[config.mk]
export PLATFORM = sky130hd
export DESIGN_NAME = gsram_fifo_ctrl
export DESIGN_NICKNAME = d
export VERILOG_FILES = /design/src/rtl/gsram_fifo_pkg.sv /design/src/rtl/gsram_fifo_outbuf.sv /design/src/rtl/gsram_fifo_ctrl.sv
export SDC_FILE = /design/constraint.sdc
export NUM_CORES = 1
export LEC_CHECK = 0
export CAP_MARGIN = 20
export CORE_MARGIN = 2
export CORE_UTILIZATION = 53
export DETAILED_ROUTE_END_ITERATION = 10
export GPL_TIMING_DRIVEN = 0
export HOLD_SLACK_MARGIN = 0.03
export PLACE_DENSITY = 0.8
export SYNTH_ARGS = -nofsm -noshare
export SYNTH_HDL_FRONTEND = slang
export SYNTH_SLANG_ARGS = --single-unit
[constraint.sdc]
create_clock -name clk -period 4.7 [get_ports clk]
set_clock_uncertainty 0.15 [all_clocks]
set_input_delay 1.175 -clock clk [delete_from_list [all_inputs] [get_ports clk]]
set_output_delay 1.175 -clock clk [all_outputs]
set_load 0.005 [all_outputs]
[src/rtl/gsram_fifo_pkg.sv]
// Shared types and constants for the SRAM-backed streaming FIFO controller.
package gsram_fifo_pkg;

    typedef enum logic {
        INIT = 1'b0,
        RUN  = 1'b1
    } state_e;

    localparam int OB_DEPTH = 2;
    localparam int OB_CW    = $clog2(OB_DEPTH + 1);

    // Width of a ptr_t for a given address width: address bits plus the wrap bit.
    function automatic int ptr_bits(input int abits);
        return abits + 1;
    endfunction

endpackage

[src/rtl/gsram_fifo_outbuf.sv]
// Two-entry registered output buffer refilled from the SRAM read port.
module gsram_fifo_outbuf
    import gsram_fifo_pkg::*;
#(
    parameter int DBITS = 2
) (
    input  logic             clk,
    input  logic             rstn,
    input  logic             push,
    input  logic [DBITS-1:0] push_data,
    input  logic             pop,
    output logic [DBITS-1:0] head,
    output logic [OB_CW-1:0] cnt
);

    logic [DBITS-1:0] e0_q, e0_d, e1_q, e1_d;
    logic [OB_CW-1:0] cnt_q, cnt_d;

    // e0 is always the head, so it only changes on a pop or a push into an empty buffer.
    always_comb begin
        e0_d  = e0_q;
        e1_d  = e1_q;
        cnt_d = cnt_q;
        case ({push, pop})
            2'b10: begin
                if (cnt_q == '0) e0_d = push_data;
                else             e1_d = push_data;
                cnt_d = cnt_q + OB_CW'(1);
            end
            2'b01: begin
                e0_d  = e1_q;
                cnt_d = cnt_q - OB_CW'(1);
            end
            2'b11: begin
                if (cnt_q == OB_CW'(1)) begin
                    e0_d = push_data;
                end else begin
                    e0_d = e1_q;
                    e1_d = push_data;
                end
            end
            default: ;
        endcase
    end

    always_ff @(posedge clk or negedge rstn) begin
        if (!rstn) begin
            e0_q  <= '0;
            e1_q  <= '0;
            cnt_q <= '0;
        end else begin
            e0_q  <= e0_d;
            e1_q  <= e1_d;
            cnt_q <= cnt_d;
        end
    end

    assign head = e0_q;
    assign cnt  = cnt_q;

endmodule

[src/rtl/gsram_fifo_ctrl.sv]
// Streaming FIFO controller over a dual-port SRAM (port 0 write, port 1 read).
// Define GSRAM_FIFO_CLEAR_EN to zero the whole SRAM in an INIT sweep after reset.
module gsram_fifo_ctrl
    import gsram_fifo_pkg::*;
#(
    parameter int ABITS = 13,
    parameter int DBITS = 2
) (
    input  logic             clk,
    input  logic             rstn,
    input  logic             in_valid,
    output logic             in_ready,
    input  logic [DBITS-1:0] in_data,
    output logic             out_valid,
    input  logic             out_ready,
    output logic [DBITS-1:0] out_data,
    output logic [ABITS+1:0] level,
    output logic             busy,
    output logic [ABITS-1:0] sram_a0,
    output logic [DBITS-1:0] sram_d0,
    output logic             sram_we0,
    output logic             sram_ce0,
    output logic [DBITS-1:0] sram_wem0,
    output logic [ABITS-1:0] sram_a1,
    output logic             sram_ce1,
    output logic [DBITS-1:0] sram_d1,
    output logic             sram_we1,
    output logic [DBITS-1:0] sram_wem1,
    input  logic [DBITS-1:0] sram_q1
);

    localparam int PW = ptr_bits(ABITS);
    localparam int OW = OB_CW + 1;
    typedef logic [PW-1:0] ptr_t;
    localparam ptr_t DEPTH_P = ptr_t'(1) << ABITS;

    state_e           state;
    logic             run, init_we, wr, rd, pop, infl_q, infl_d;
    logic [ABITS-1:0] init_a;
    ptr_t             wptr_q, wptr_d, rptr_q, rptr_d, mem_cnt;
    logic [OB_CW-1:0] ob_cnt;
    logic [OW-1:0]    occ;

`ifdef GSRAM_FIFO_CLEAR_EN
    state_e           state_q, state_d;
    logic [ABITS-1:0] init_q, init_d;

    always_ff @(posedge clk or negedge rstn) begin
        if (!rstn) begin
            state_q <= INIT;
            init_q  <= '0;
        end else begin
            state_q <= state_d;
            init_q  <= init_d;
        end
    end

    always_comb begin
        state_d = state_q;
        init_d  = init_q;
        if (state_q == INIT) begin
            init_d = init_q + ABITS'(1);
            if (&init_q) state_d = RUN;
        end
    end

    assign state   = state_q;
    assign init_a  = init_q;
    assign init_we = rstn && (state_q == INIT);
    assign busy    = (state_q == INIT);
`else
    assign state   = RUN;
    assign init_a  = '0;
    assign init_we = 1'b0;
    assign busy    = 1'b0;
`endif

    // Gating with rstn keeps every handshake and SRAM strobe low while reset is held.
    assign run     = rstn && (state == RUN);
    assign mem_cnt = wptr_q - rptr_q;
    assign pop     = out_valid && out_ready;
    assign occ     = OW'(ob_cnt) + OW'(infl_q) - OW'(pop);

    assign in_ready = run && (mem_cnt != DEPTH_P);
    assign wr       = in_valid && in_ready;
    assign rd       = run && (mem_cnt != '0) && (occ < OW'(OB_DEPTH));

    always_comb begin
        wptr_d = wr ? wptr_q + ptr_t'(1) : wptr_q;
        rptr_d = rd ? rptr_q + ptr_t'(1) : rptr_q;
        infl_d = rd;
    end

    always_ff @(posedge clk or negedge rstn) begin
        if (!rstn) begin
            wptr_q <= '0;
            rptr_q <= '0;
            infl_q <= 1'b0;
        end else begin
            wptr_q <= wptr_d;
            rptr_q <= rptr_d;
            infl_q <= infl_d;
        end
    end

    gsram_fifo_outbuf #(.DBITS(DBITS)) u_outbuf (
        .clk       (clk),
        .rstn      (rstn),
        .push      (infl_q),
        .push_data (sram_q1),
        .pop       (pop),
        .head      (out_data),
        .cnt       (ob_cnt)
    );

    assign out_valid = (ob_cnt != '0);
    assign level     = (ABITS+2)'(mem_cnt) + (ABITS+2)'(infl_q) + (ABITS+2)'(ob_cnt);

    assign sram_ce0  = wr || init_we;
    assign sram_we0  = sram_ce0;
    assign sram_a0   = init_we ? init_a : wptr_q[ABITS-1:0];
    assign sram_d0   = wr ? in_data : '0;
    assign sram_wem0 = {DBITS{sram_we0}};

    assign sram_ce1  = rd;
    assign sram_a1   = rptr_q[ABITS-1:0];
    assign sram_d1   = '0;
    assign sram_we1  = 1'b0;
    assign sram_wem1 = '0;

endmodule
==> metrics.cfg <==
[yosys]
synth_top_family_by_area=simple AND/OR/NAND/NOR gates
ys_seq_area_frac=0.2709
synth_compound_area_frac=0.1687
synth-edff-count=0
synthAdderAreaFrac=0.1099
syn_area_per_cell_um2=9.107
synth_xor_area_frac=0.1300
yosys-top-cells-area=dfrtp_1 27%, ha_1 8.5%, buf_4 8.1%
async_flop_share=1.000
synth_top_area_frac=0.2709
synth-seq-cells=35
synth_mux_area_frac=0.02206
yosys.area_share.simple=0.1695
ys.flop_type=dfrtp_1
synth.cell_area_um2=3233
synth_largest_area_cell=dfrtp_1
yosysUniqueCellTypes=65
syn_inst=355
yosysWarningCount=0

[cts]
cts-htree-levels=2
clock_latency_ps=290
clock_sinks=35
path_clk_slew_ps=70
numCtsBuffers=5
clockBufferDepth=2
clockRootBuffer=clkbuf_8
cts_tree=done

[placed_design]
dp_hpwl_um=5948
port_buffers=59
place_congestion=0.9204
post-place-ws_ps=-634.3

[global_route]
grt_overflow=0
grt.total_usage=0.2469
antenna_found_initial=0
grt_pass1_wl_um=12880
grt_max_degree=38
grt_pass1_vias=2889

[sta]
setup_viol=7
final-max-slew-violation-count=0
grt_setup_unrepaired=true
layout_setup_ws_ps=-66.01
fin_crit_ps=4766
post-route-period-util=1.014
relSlewSlack=0.6599
tightestPinTransition_ps=508.5
timing.fmax_ghz=0.2098
tns_ps=-299.4
hold_violations=0

[finish]
nNetsFinal=492
final_common_cell=buf_4
fillers=407
multi_input_area_um2=2187
diodes=0
area_growth_pct=40.25
drive_above_1_share=0.3420
final_cell_mix=60 x buf_4, 47 x clkdlybuf4s50_1, 30 x dfrtp_1, 26 x xnor2_1, 25 x inv_1
seqCellArea_um2=882.1

[detailed_routing]
wl_per_cell_um=16.63
drt_iter0_drc=181
drc=0
detail-route-antenna-nets=0
first_pass_iters=4
viasPerCell=5.577
routed_wl_um=8883
vias=2978

[floorplan]
chipWidth_um=82.11
start_util=0.5461
ios=66
coreArea_um2=5921
fp-row-count=28
die_h_um=82.11
die_area_um2=6741

[hold_path]
whs_endpoint=rptr_q[13]
hp-start=rptr_q[13]
hp-class=reg -> reg
whs_path_depth=1

[critical_path]
worstReg2RegEnd=wptr_q[1]
criticalPathCategory=reg -> out
path_delay_family=compound AO/OA/AOI/OAI gates
cpMostUsedCell=inv_2
reg2reg_from=wptr_q[0]
arrival_ps=3440
critPathMaxStageDelay_ps=430
end_kind=output port
critPathLaunchType=flop
worst_path_max_delay_cell=dfrtp_2
crit_path_cell_trace=inv_2 > ha_4 > inv_2 > fa_2 > a21o_1 > a221oi_4 > buf_4 > xnor2_2 > buf_4 > a2111oi_4 > o211ai_4 > o311ai_4 > inv_2 > buf_6 > and2_4 > buf_6
rrSetupSlack_ps=1140
critPathRequiredTime_ps=3380
cp.buffers_inverters=7
r2r_cells=15
path_max_fanout=4

[power]
clkPwrFrac=0.059
irDropWorstVdd_mv=0.8137
power_frac_seq=0.152
p_leak_nw=2.038
switching_share=0.4401
pwr-share-comb=0.789
p_per_area_nw_per_um2=805.7
intPower_w=0.002045
switchingPower_w=0.001608

[run_status]
violations=negative setup slack
status=complete, but fails checks

[job]
drv_cap=0

[cells by family (layout without fill, tap and decap cells)]
kind of cell | Yosys count | count (layout)
AOI/OAI and AO/OA | 61 | 61
and+or+nand+nor | 105 | 105
buffers and inverters | 73 | 172
xor gates and xnor gates | 48 | 48
DFF | 35 | 35
other | 1 | 6
muxes | 6 | 6
adders and majority gates | 26 | 26
[worst register-to-register path, delay by kind of cell, from the launching register on]
kind,cells,cell delay (ps)
buffers and inverters,6,760
flip-flops,1,430
multiplexers,1,300
XOR/XNOR,1,70
AO/OA/AOI/OAI,5,1240
adder cells (fa/ha/maj),2,500
[power by group through the flow]
stage	combinational, W	clock (W)	sequential [W]
floorplan	0.00144	0	0.000515
global route	0.00310	0.000231	0.000566
detailed placement	0.00231	0	0.000558
global placement	0.00225	0	0.000550
CTS	0.00267	0.000214	0.000547
finish	0.00288	0.000215	0.000557
[synth_stat cells (all sizes together), types with 8 or more instances]
master and n:
a21oi 15, buf 36, dfrtp 35, ha 22
inv 32, nand2 22, nand3 13, nor2 15
nor3 17, nor4 8, xnor2 30, xor2 18
[routing by layer]
layer / global-route usage / wire length, um / vias up
li1: - / - / 1413
met1: 0.2999 / 3673 / 1460
met2: 0.4553 / 4657 / 84
met3: 0.03587 / 350 / 21
met4: 0.06500 / 200 / 0
met5: 0 / 0 / -
[state kept, by name (all words and copies together) (netlist names)]
register	count
wptr_q	14
infl_q	1
rptr_q	14
u_outbuf.cnt	2
u_outbuf.head	2
u_outbuf.e1_q	2
[cell type report]
type                            instances  area share
Multi-Input combinational cell        252      0.4823
Sequential cell                        35      0.1945
Timing Repair Buffer                   94      0.1926
Buffer                                 38     0.06485
Inverter                               32     0.02649
Tap cell                               75     0.02070
Clock buffer                            5     0.01518
Clock inverter                          3    0.003311
[through the flow]
| step | hold WS (ps) | std cells | utilization | cell area [um^2] | total power [W] |
|---|---|---|---|---|---|
| floorplan | 310.4 | 360 | - | 3252 | 0.001955 |
| global placement | 325.5 | 494 | 0.6648 | 3936 | 0.002798 |
| detailed placement | 331.2 | 495 | 0.6674 | 3951 | 0.002867 |
| CTS | 343.8 | 526 | 0.7361 | 4358 | 0.003436 |
| global route | 370.7 | 534 | 0.7659 | 4534 | 0.003900 |
| finish | 350.7 | 534 | 0.7659 | 4534 | 0.003653 |
[worst max path at each step]
stage	slack (ps)	cells past startpoint	startpoint	end
global placement	-980	5	rstn	sram_d0[1]
detailed placement	-630	13	wptr_q[0]	sram_d0[1]
global route	-190	12	rptr_q[2]	level[14]
floorplan	360	12	wptr_q[0]	sram_d0[0]
CTS	-120	16	wptr_q[0]	sram_wem0[1]
finish	-70	16	wptr_q[0]	sram_d0[1]
[repair_timing]
action | 4_1_cts | 5_1_grt
pin swaps | 24 | 14
buffers inserted | 26 | 9
hold buffers | 0 | 0
endpoints found under the setup margin | 15 | 14
gates resized for setup | 78 | 33
Note: power is estimated with default switching activity, not from simulation.
